$ cat src/rtl/grf_scoreboard_pkg.sv
// rtl/grf_scoreboard_pkg.sv - shared GRF scoreboard constants and types
package grf_scoreboard_pkg;
    localparam int REG_ADDR_W   = 5;
    localparam int NUM_REGS     = 32;
    localparam int CNT_W        = 2;
    localparam int MAX_INFLIGHT = 8;
    localparam int INFLIGHT_W   = 4;

    typedef logic [REG_ADDR_W-1:0] reg_addr_t;

    localparam reg_addr_t REG_ZERO = '0;
endpackage

$ cat src/rtl/grf_scoreboard_if.sv
// rtl/grf_scoreboard_if.sv - issue/write-back/query bundle between pipeline and scoreboard
interface grf_scoreboard_if;
    import grf_scoreboard_pkg::*;

    logic                  issue_valid;
    reg_addr_t             issue_A3;
    logic                  issue_ready;
    logic                  wb_WE;
    reg_addr_t             wb_A3;
    reg_addr_t             A1;
    reg_addr_t             A2;
    logic                  busy1;
    logic                  busy2;
    logic                  stall;
    logic [INFLIGHT_W-1:0] inflight;
    logic                  wb_err;

    modport master (
        output issue_valid, issue_A3, wb_WE, wb_A3, A1, A2,
        input  issue_ready, busy1, busy2, stall, inflight, wb_err
    );

    modport slave (
        input  issue_valid, issue_A3, wb_WE, wb_A3, A1, A2,
        output issue_ready, busy1, busy2, stall, inflight, wb_err
    );
endinterface

$ cat src/rtl/grf_scoreboard_sb_counter.sv
// rtl/grf_scoreboard_sb_counter.sv - per-register saturating pending-write counter
module sb_counter #(
    parameter int CNT_W = 2
) (
    input  logic             clk,
    input  logic             reset,
    input  logic             i_inc,
    input  logic             i_dec,
    output logic [CNT_W-1:0] o_cnt,
    output logic             o_zero,
    output logic             o_full
);
    logic [CNT_W-1:0] r_cnt;

    // Simultaneous inc and dec cancel; the flags keep the count inside 0..max.
    always_ff @(posedge clk or negedge reset) begin
        if (!reset) begin
            r_cnt <= '0;
        end else if (i_inc && !i_dec && !o_full) begin
            r_cnt <= r_cnt + CNT_W'(1);
        end else if (i_dec && !i_inc && !o_zero) begin
            r_cnt <= r_cnt - CNT_W'(1);
        end
    end

    assign o_cnt  = r_cnt;
    assign o_zero = ~|r_cnt;
    assign o_full = &r_cnt;
endmodule

$ cat src/rtl/grf_scoreboard.sv
// rtl/grf_scoreboard.sv - pending-write scoreboard for the 32-entry GRF
module grf_scoreboard #(
    parameter int NUM_REGS     = grf_scoreboard_pkg::NUM_REGS,
    parameter int CNT_W        = grf_scoreboard_pkg::CNT_W,
    parameter int MAX_INFLIGHT = grf_scoreboard_pkg::MAX_INFLIGHT
) (
    input  logic                     clk,
    input  logic                     reset,
    grf_scoreboard_if.slave          bus
);
    import grf_scoreboard_pkg::*;

    logic [CNT_W-1:0]      w_cnt [NUM_REGS];
    logic [NUM_REGS-1:0]   w_inc;
    logic [NUM_REGS-1:0]   w_dec;
    logic [NUM_REGS-1:0]   w_zero;
    logic [NUM_REGS-1:0]   w_full;
    logic [INFLIGHT_W-1:0] r_inflight;
    logic                  r_wb_err;
    logic                  w_accept;
    logic                  w_wb_hit;
    logic                  w_release;

    // Register 0 is hardwired to zero, so it is never pending.
    assign w_cnt[0]  = '0;
    assign w_zero[0] = 1'b1;
    assign w_full[0] = 1'b0;

    for (genvar i = 1; i < NUM_REGS; i++) begin : g_cnt
        sb_counter #(.CNT_W(CNT_W)) u_cnt (
            .clk    (clk),
            .reset  (reset),
            .i_inc  (w_inc[i]),
            .i_dec  (w_dec[i]),
            .o_cnt  (w_cnt[i]),
            .o_zero (w_zero[i]),
            .o_full (w_full[i])
        );
    end

    assign bus.issue_ready = (bus.issue_A3 == REG_ZERO) |
                             (!w_full[bus.issue_A3] && r_inflight != INFLIGHT_W'(MAX_INFLIGHT));

    assign w_accept  = bus.issue_valid & bus.issue_ready & (bus.issue_A3 != REG_ZERO);
    assign w_wb_hit  = bus.wb_WE & (bus.wb_A3 != REG_ZERO);
    assign w_release = w_wb_hit & ~w_zero[bus.wb_A3];

    always_comb begin
        w_inc = '0;
        w_dec = '0;
        w_inc[bus.issue_A3] = w_accept;
        w_dec[bus.wb_A3]    = w_release;
    end

    always_ff @(posedge clk or negedge reset) begin
        if (!reset) begin
            r_inflight <= '0;
            r_wb_err   <= 1'b0;
        end else begin
            if (w_accept && !w_release) begin
                r_inflight <= r_inflight + INFLIGHT_W'(1);
            end else if (!w_accept && w_release) begin
                r_inflight <= r_inflight - INFLIGHT_W'(1);
            end
            if (w_wb_hit && w_zero[bus.wb_A3]) begin
                r_wb_err <= 1'b1;
            end
        end
    end

    // Busy looks only at registered counts: a same-cycle write-back lands at the edge.
    assign bus.busy1    = (bus.A1 != REG_ZERO) && (w_cnt[bus.A1] != '0);
    assign bus.busy2    = (bus.A2 != REG_ZERO) && (w_cnt[bus.A2] != '0);
    assign bus.stall    = bus.busy1 | bus.busy2;
    assign bus.inflight = r_inflight;
    assign bus.wb_err   = r_wb_err;
endmodule

$ cat src/flat_wrapper.sv
// flat-port wrapper written by rule: the top's interface ports become plain ports
module grf_scoreboard_flat import grf_scoreboard_pkg::*;
#(
    parameter int NUM_REGS     = grf_scoreboard_pkg::NUM_REGS,
    parameter int CNT_W        = grf_scoreboard_pkg::CNT_W,
    parameter int MAX_INFLIGHT = grf_scoreboard_pkg::MAX_INFLIGHT
)
  (clk, reset, bus_issue_valid, bus_issue_A3, bus_wb_WE, bus_wb_A3, bus_A1, bus_A2, bus_issue_ready, bus_busy1, bus_busy2, bus_stall, bus_inflight, bus_wb_err);
  grf_scoreboard_if bus_i ();
  input  logic clk;
  input  logic reset;
  input wire logic [$bits(bus_i.issue_valid)-1:0] bus_issue_valid;
  input wire logic [$bits(bus_i.issue_A3)-1:0] bus_issue_A3;
  input wire logic [$bits(bus_i.wb_WE)-1:0] bus_wb_WE;
  input wire logic [$bits(bus_i.wb_A3)-1:0] bus_wb_A3;
  input wire logic [$bits(bus_i.A1)-1:0] bus_A1;
  input wire logic [$bits(bus_i.A2)-1:0] bus_A2;
  output wire logic [$bits(bus_i.issue_ready)-1:0] bus_issue_ready;
  output wire logic [$bits(bus_i.busy1)-1:0] bus_busy1;
  output wire logic [$bits(bus_i.busy2)-1:0] bus_busy2;
  output wire logic [$bits(bus_i.stall)-1:0] bus_stall;
  output wire logic [$bits(bus_i.inflight)-1:0] bus_inflight;
  output wire logic [$bits(bus_i.wb_err)-1:0] bus_wb_err;
  assign bus_i.issue_valid = bus_issue_valid;
  assign bus_i.issue_A3 = bus_issue_A3;
  assign bus_i.wb_WE = bus_wb_WE;
  assign bus_i.wb_A3 = bus_wb_A3;
  assign bus_i.A1 = bus_A1;
  assign bus_i.A2 = bus_A2;
  assign bus_issue_ready = bus_i.issue_ready;
  assign bus_busy1 = bus_i.busy1;
  assign bus_busy2 = bus_i.busy2;
  assign bus_stall = bus_i.stall;
  assign bus_inflight = bus_i.inflight;
  assign bus_wb_err = bus_i.wb_err;
  grf_scoreboard #(.NUM_REGS(NUM_REGS), .CNT_W(CNT_W), .MAX_INFLIGHT(MAX_INFLIGHT)) u_core (.clk(clk), .reset(reset), .bus(bus_i));
endmodule
$ cat config.mk
export PLATFORM = sky130hd
export DESIGN_NAME = grf_scoreboard_flat
export DESIGN_NICKNAME = d
export VERILOG_FILES = /design/src/rtl/grf_scoreboard_pkg.sv /design/src/rtl/grf_scoreboard_if.sv /design/src/rtl/grf_scoreboard_sb_counter.sv /design/src/rtl/grf_scoreboard.sv /design/src/flat_wrapper.sv
export SDC_FILE = /design/constraint.sdc
export NUM_CORES = 1
export LEC_CHECK = 0
export BUFFER_PORTS_ARGS = -buffer_cell sky130_fd_sc_hd__buf_2
export CORE_UTILIZATION = 55
export CTS_CLUSTER_DIAMETER = 40
export DETAILED_ROUTE_END_ITERATION = 8
export PLACE_DENSITY = 0.73
export SYNTH_ARGS = -nofsm -noshare
export SYNTH_HDL_FRONTEND = slang
export SYNTH_SLANG_ARGS = --single-unit
$ cat constraint.sdc
create_clock -name clk -period 3.75 [get_ports clk]
set_clock_uncertainty 0.05 [all_clocks]
set_input_delay 0.75 -clock clk [delete_from_list [all_inputs] [get_ports clk]]
set_output_delay 0.75 -clock clk [all_outputs]
set_load 0.03 [all_outputs]
Word-level counts from Yosys, hierarchy flattened

Cells that the tools add are included.

Reduce and logical (&&, ||, !) cells: 360
Muxes and demuxes: 78
Add/sub/neg operators: 64
Bitwise logic cells: 11
Equal/unequal tests: 1
$lt $le $gt $ge: 6

Operator list:

| kind                  | count |
|---|---|
| $logic_and A1 B1 Y1   | 132 |
| $mux W2               | 66 |
| $logic_not A1 Y1      | 127 |
| $reduce_bool A2 Y1    | 34 |
| $and A32 B32 Y32      | 2 |
| $add A2 B1 Y2 const B | 31 |
| $reduce_and A2 Y1     | 31 |
| $reduce_or A2 Y1      | 31 |
| $sub A2 B1 Y2 const B | 31 |
| $bmux W2 S5           | 2 |
| $reduce_bool A5 Y1    | 4 |
| $ge A6 B6 Y1 const B  | 2 |
| $lt A5 B6 Y1 const B  | 2 |
| $not A5 Y6            | 2 |
| $bmux W1 S5           | 2 |
| $demux W1 S5          | 2 |
| $ge A5 B1 Y1 const B  | 2 |
| $mux W4               | 2 |
| $logic_not A5 Y1      | 1 |
| $add A4 B1 Y4 const B | 1 |
| $and A1 B1 Y1         | 4 |
| $mux W1               | 4 |
| $ne A4 B4 Y1 const B  | 1 |
| $sub A4 B1 Y4 const B | 1 |
| 2 further kinds       | 3 |

Logic and storage cells: 553
Output and inout port bits: 9
Flip-flop bits (word level): 67
Bits of input ports: 24

Depth between registers and ports, before layout

Word-level depth: 14
Depth in mapped cells: 19
Gate-level depth less buffers: 15

By module

From an unflattened synthesis, not the netlist that was laid out.

Cells, all modules: 732
Area total of the unflattened synthesis: 6,023.3 um^2

By module, submodules not included:

| module         | times used | area an instance (um^2) | cells an instance | sequential area each (um^2) |
|---|---|---|---|---|
| sb_counter     | 31         | 125.1                   | 14                | 50.0 |
| grf_scoreboard | 1          | 2,144.6                 | 298               | 125.1 |

Worst setup path before layout

Ideal clock, no wire load.

Kind: input-to-reg
Start: in bus_issue_A3[0]
End: reg u_core.r_inflight[3], in the netlist u_core.bus.inflight[3]
Path buffers: 3
Setup time: 0.135 ns
Arrival: 3.675 ns
Slack: -0.110 ns
Required time: 3.565 ns
Cell stages on the path: 17
Cells stage by stage: buf_2 mux4_2 a22o_1 nor4_4 nand2_2 buf_6 buf_6 nand2_1 nor3_1 ha_1 inv_1 ha_1 a21o_1 a21oi_1 xnor2_1 nor2_1 xor2_1

Longest elaborated chain between the ends: 10
Elaborated cells on any way between the ends: 14
Those cells by class: 3 x mux; 3 x bitwise; 8 x reduce/logical

Ends and longest elaborated chain:

| item                                | RTL line             | text |
|---|---|---|
| start, declared                     | flat_wrapper.sv:13   | `input wire logic [$bits(bus_i.issue_A3)-1:0] bus_issue_A3;` |
| $bmux W1 S5                         | grf_scoreboard.sv:42 | `(!w_full[bus.issue_A3] && r_inflight != INFLIGHT_W'(MAX_INFLIGHT));` |
| $mux W1 (implied by the code)       | grf_scoreboard.sv:42 |  |
| $logic_not A1 Y1                    | grf_scoreboard.sv:42 |  |
| $logic_and A1 B1 Y1                 | grf_scoreboard.sv:42 |  |
| $or A1 B1 Y1                        | grf_scoreboard.sv:41 | `assign bus.issue_ready = (bus.issue_A3 == REG_ZERO) \|` |
| $and A1 B1 Y1                       | grf_scoreboard.sv:44 | `assign w_accept = bus.issue_valid & bus.issue_ready & (bus.issue_A3 != REG_ZERO);` |
| $and A1 B1 Y1 *                     | grf_scoreboard.sv:44 |  |
| $logic_not A1 Y1                    | grf_scoreboard.sv:62 | `end else if (!w_accept && w_release) begin` |
| $logic_and A1 B1 Y1                 | grf_scoreboard.sv:62 |  |
| $reduce_bool A2 Y1 (no source line) | -                    |  |
| end signal, assigned                | grf_scoreboard.sv:61 | `r_inflight <= r_inflight + INFLIGHT_W'(1);` |
| end signal, assigned                | grf_scoreboard.sv:63 | `r_inflight <= r_inflight - INFLIGHT_W'(1);` |
| end, declared                       | grf_scoreboard.sv:18 | `logic [INFLIGHT_W-1:0] r_inflight;` |

Every way passes the cells marked *; elsewhere a longest branch is shown, timed or not. The select of a mux whose other input is x is not followed.
A chain may end at the register's enable or synchronous reset.

Worst setup path in the final report

Start: in bus_A1[2]
End: out bus_stall

Longest elaborated chain between the ends: 7
Elaborated cells on any way between the ends: 8
Those cells by class: 3 x mux; 2 x bitwise; 3 x reduce/logical

Ends and longest elaborated chain:

| item                                        | RTL line             | text |
|---|---|---|
| start, declared                             | flat_wrapper.sv:16   | `input wire logic [$bits(bus_i.A1)-1:0] bus_A1;` |
| $not A5 Y6 (implied by the code)            | grf_scoreboard.sv:72 | `assign bus.busy1 = (bus.A1 != REG_ZERO) && (w_cnt[bus.A1] != '0);` |
| $bmux W2 S5                                 | grf_scoreboard.sv:72 |  |
| $mux W2 (implied by the code) (2 in series) | grf_scoreboard.sv:72 |  |
| $reduce_bool A2 Y1                          | grf_scoreboard.sv:72 |  |
| $logic_and A1 B1 Y1 *                       | grf_scoreboard.sv:72 |  |
| $or A1 B1 Y1 *                              | grf_scoreboard.sv:74 | `assign bus.stall = bus.busy1 \| bus.busy2;` |
| end, declared                               | flat_wrapper.sv:21   | `output wire logic [$bits(bus_i.stall)-1:0] bus_stall;` |

Marks and branches as above.

==> results.sh <==
export IMPL_clock_root_buffer="clkbuf_8"
export IMPL_arrival_ns=2.54
export IMPL_cts_inserted_buffers=9
export IMPL_finalCritPeriodShare=0.8902
export IMPL_worstSetupEndpoint="bus_stall"
export IMPL_use_met2=0.4755
export IMPL_grt_pass1_vias=4458
export IMPL_routedWlPerCell_microns=20.93
export IMPL_port_buffers=32
export IMPL_cts_resized=0
export IMPL_postSynth_asyncResetShare=1.000
export IMPL_cp_required_ns=2.95
export IMPL_gp_congestion=1.029
export IMPL_rsz0062_at_grt="false"
export IMPL_synthTopCellsByArea="dfrtp_1, mux4_2, xnor2_1"
export IMPL_core_sq_mm=0.008891
export IMPL_cts_tree="done"
export IMPL_synth_top_family_by_area="simple AND/OR/NAND/NOR gates"
export IMPL_synth_common_cells="dfrtp_1, nand3_1, xnor2_1"
export IMPL_syn_avg_cell_area_sq_um=9.003
export IMPL_die_h_microns=98.77
export IMPL_top_usage_layer="met2"
export IMPL_clk_latency_ns=0.35
export IMPL_grt_pass1_wl_microns=24080
export IMPL_worstSetupEndpointType="primary output"
export IMPL_first_iter_violations=435
export IMPL_slew_limit_headroom=0.2501
export IMPL_finalMaxSlewViolations=0
export IMPL_setup_viol=0
export IMPL_synth_distinct_cells=49
export IMPL_clk_pin_slew_ns=0.07
export IMPL_grtUsageMet1=0.4576
export IMPL_grt_use_met3=0.07730
export IMPL_sequentialPowerShare=0.386
export IMPL_synthFlopType="dfrtp_1"
export IMPL_yosys_area_share_simple=0.2415
export IMPL_wirelength_microns=14760
export IMPL_fin_tns_setup_ns=0
export IMPL_cp_depth=6
export IMPL_power_density_mw_per_mm2=643.9
export IMPL_yosysMostFrequentCell="dfrtp_1"
export IMPL_synth_fa_ha_area_frac=0.01118
export IMPL_max_stage_delay_ns=0.56
export IMPL_clockPowerShare=0.157
export IMPL_drc=0
export IMPL_hpwl_microns=10870
export IMPL_synth_area_leader_cell="dfrtp_1"
export IMPL_swShare=0.4283
export IMPL_htreeDepth=3
export IMPL_antenna_cells=0
export IMPL_criticalPathCategory="input pin to primary output"
export IMPL_yosys_area_share_xor_xnor=0.09354
export IMPL_syn_area_sq_mm=0.005150
export IMPL_grt_ovfl_total=0
export IMPL_drtAntennaViolNets=0
export IMPL_ys_ff_latch=67
export IMPL_fin_nets=621
export IMPL_p_int_mw=2.047
export IMPL_reg2reg_from="u_core.g_cnt[12].u_cnt.o_cnt[0]"
export IMPL_crit_path_start_kind="input pin"
export IMPL_ys_seq_area_frac=0.3256
export IMPL_synth_mux_area_frac=0.1193
export IMPL_cts_buffer_depth=2
export IMPL_clkSinkCount=67
export IMPL_power_net_switching_mw=1.533
export IMPL_fin_hold_ws_ns=0.4150
export IMPL_comb_power_share=0.458
export IMPL_cap_viol_max_count=0
export IMPL_netlist_area_leader_share=0.3256
export IMPL_netlist_instances=572
export IMPL_place_area_sq_mm=0.005381
export IMPL_area_growth_pct=7.969
export IMPL_power_leakage_nw=2.100
export IMPL_peakVddDrop_mv=0.3040
export IMPL_final_area_sq_mm=0.005560
export IMPL_cp_cell_sequence="buf_2 -> mux4_2 -> mux4_2 -> mux2i_1 -> or2_2 -> buf_2"
export IMPL_critPathSlowestCell="mux4_2"
export IMPL_hold_viol=0
export IMPL_io_pin_count=33
export IMPL_drive_gt1_frac=0.1692
export IMPL_outcome="finished, final reports clean"
export IMPL_antenna_found_initial=0
export IMPL_grt_usage=0.3207
export IMPL_hold_buffers=0
export IMPL_synth_edf_count=0
export IMPL_critPathBufInv=2
export IMPL_path_delay_family="multiplexers"
export IMPL_critPathLaunch="bus_A1[2]"
export IMPL_worst_slew_pin_slew_ns=1.116
export IMPL_cts_setup_buffers=0
export IMPL_worst_path_max_fanout=9
export IMPL_vias_per_cell=6.827
export IMPL_drtPass1Iterations=6
export IMPL_num_vias=4813
export IMPL_syn_nets=600
export IMPL_synth_compound_area_frac=0.1676
export IMPL_std_cell_rows=34
export IMPL_dieArea_sq_mm=0.009755
export IMPL_die_w_microns=98.77
export IMPL_r2r_cells=15
export IMPL_grt_max_degree=68
export IMPL_min_period_ns=3.338
export IMPL_rrSetupSlack_ns=0.61
export IMPL_start_util=0.5792
export IMPL_r2r_end="u_core.bus.inflight[3]"
export IMPL_fmax_mhz=299.6
export IMPL_synth_warnings=0
export IMPL_hp_class="register to register"
export IMPL_final_core_util=0.6254
==> flip-flops by register name (all words and copies together), names as in the netlist <==
register / cells
u_core.g_cnt.u_cnt.o_cnt: 62
u_core.bus.inflight: 4
u_core.bus.wb_err: 1
==> worst min-delay path by stage <==
stage / startpoint / to / slack (ns) / depth (start not counted)
6_report: u_core.bus.wb_err / u_core.bus.wb_err / 0.42 / 1
5_1_grt: u_core.bus.wb_err / u_core.bus.wb_err / 0.44 / 1
4_1_cts: u_core.bus.wb_err / u_core.bus.wb_err / 0.42 / 1
3_5_place_dp: u_core.bus.wb_err / u_core.bus.wb_err / 0.40 / 1
3_3_place_gp: u_core.bus.wb_err / u_core.bus.wb_err / 0.39 / 1
2_1_floorplan: reset / u_core.bus.inflight[0] / 0.40 / 0
==> metrics by stage <==
step	std cells	total power, mW	setup slack, ns
floorplan	572	2.553	0.01592
global placement	690	2.933	0.1510
detailed placement	690	3.000	0.1463
CTS	705	3.567	0.3997
global route	705	3.816	0.2547
finish	705	3.580	0.4117
==> layout by cell type, fill, tap and decap left out, types with 6 or more instances in the layout <==
cell type  count
a21oi_1       12
and3_1         6
buf_2         32
buf_4         14
clkbuf_8      12
dfrtp_1       67
inv_1         10
mux4_2        25
nand2_1       48
nand3_1       54
nand4_1       20
nor2_1        49
nor2b_1        7
nor3_1        23
nor3b_1        6
o2111ai_1     20
o211ai_1      12
o21a_1        11
o21ai_0       31
o31ai_1       11
or2_2         10
xnor2_1       50
==> worst register-to-register path: stages (launching register included) <==
cell	delay (ns)
dfrtp_1	0.41
nand2_1	0.11
mux4_2	0.48
a22o_1	0.25
nor4_4	0.29
nand2_2	0.08
nand2_1	0.07
nor3_1	0.07
ha_2	0.20
inv_1	0.11
ha_1	0.24
a21o_1	0.19
a21oi_2	0.15
xnor2_1	0.13
nor2_1	0.06
xor2_1	0.14
==> power groups by stage <==
| stage | combinational, mW | sequential (mW) | clock, mW |
|---|---|---|---|
| after floorplan | 1.24 | 1.31 | 0 |
| after global placement | 1.57 | 1.36 | 0 |
| after detailed placement | 1.62 | 1.38 | 0 |
| after CTS | 1.63 | 1.37 | 0.570 |
| after global routing | 1.78 | 1.43 | 0.606 |
| final | 1.64 | 1.38 | 0.561 |
==> area by class of cell <==
cell class              count  area [sq um]
repair buffers             46         265.3
well taps                 108         135.1
multi-input cells         459          3267
clock buffers              13         168.9
fillers                   720          3331
clock inverters             2         10.01
inverters                  10         37.54
flip-flops and latches     67          1677
==> cells by family after synthesis <==
kind of cell	after synthesis
compound gates	125
xor+xnor	55
fa+ha+maj	4
buf+inv	46
flops	67
mux	30
simple gates	245
==> layer usage <==
metal | up-vias | part of all wire
met1 | 2354 | 0.42
met3 | 29 | 0.10
met2 | 256 | 0.46
met5 | - | 0
li1 | 2174 | -
met4 | 0 | 0.018
Power figures use the tool's default switching activity.
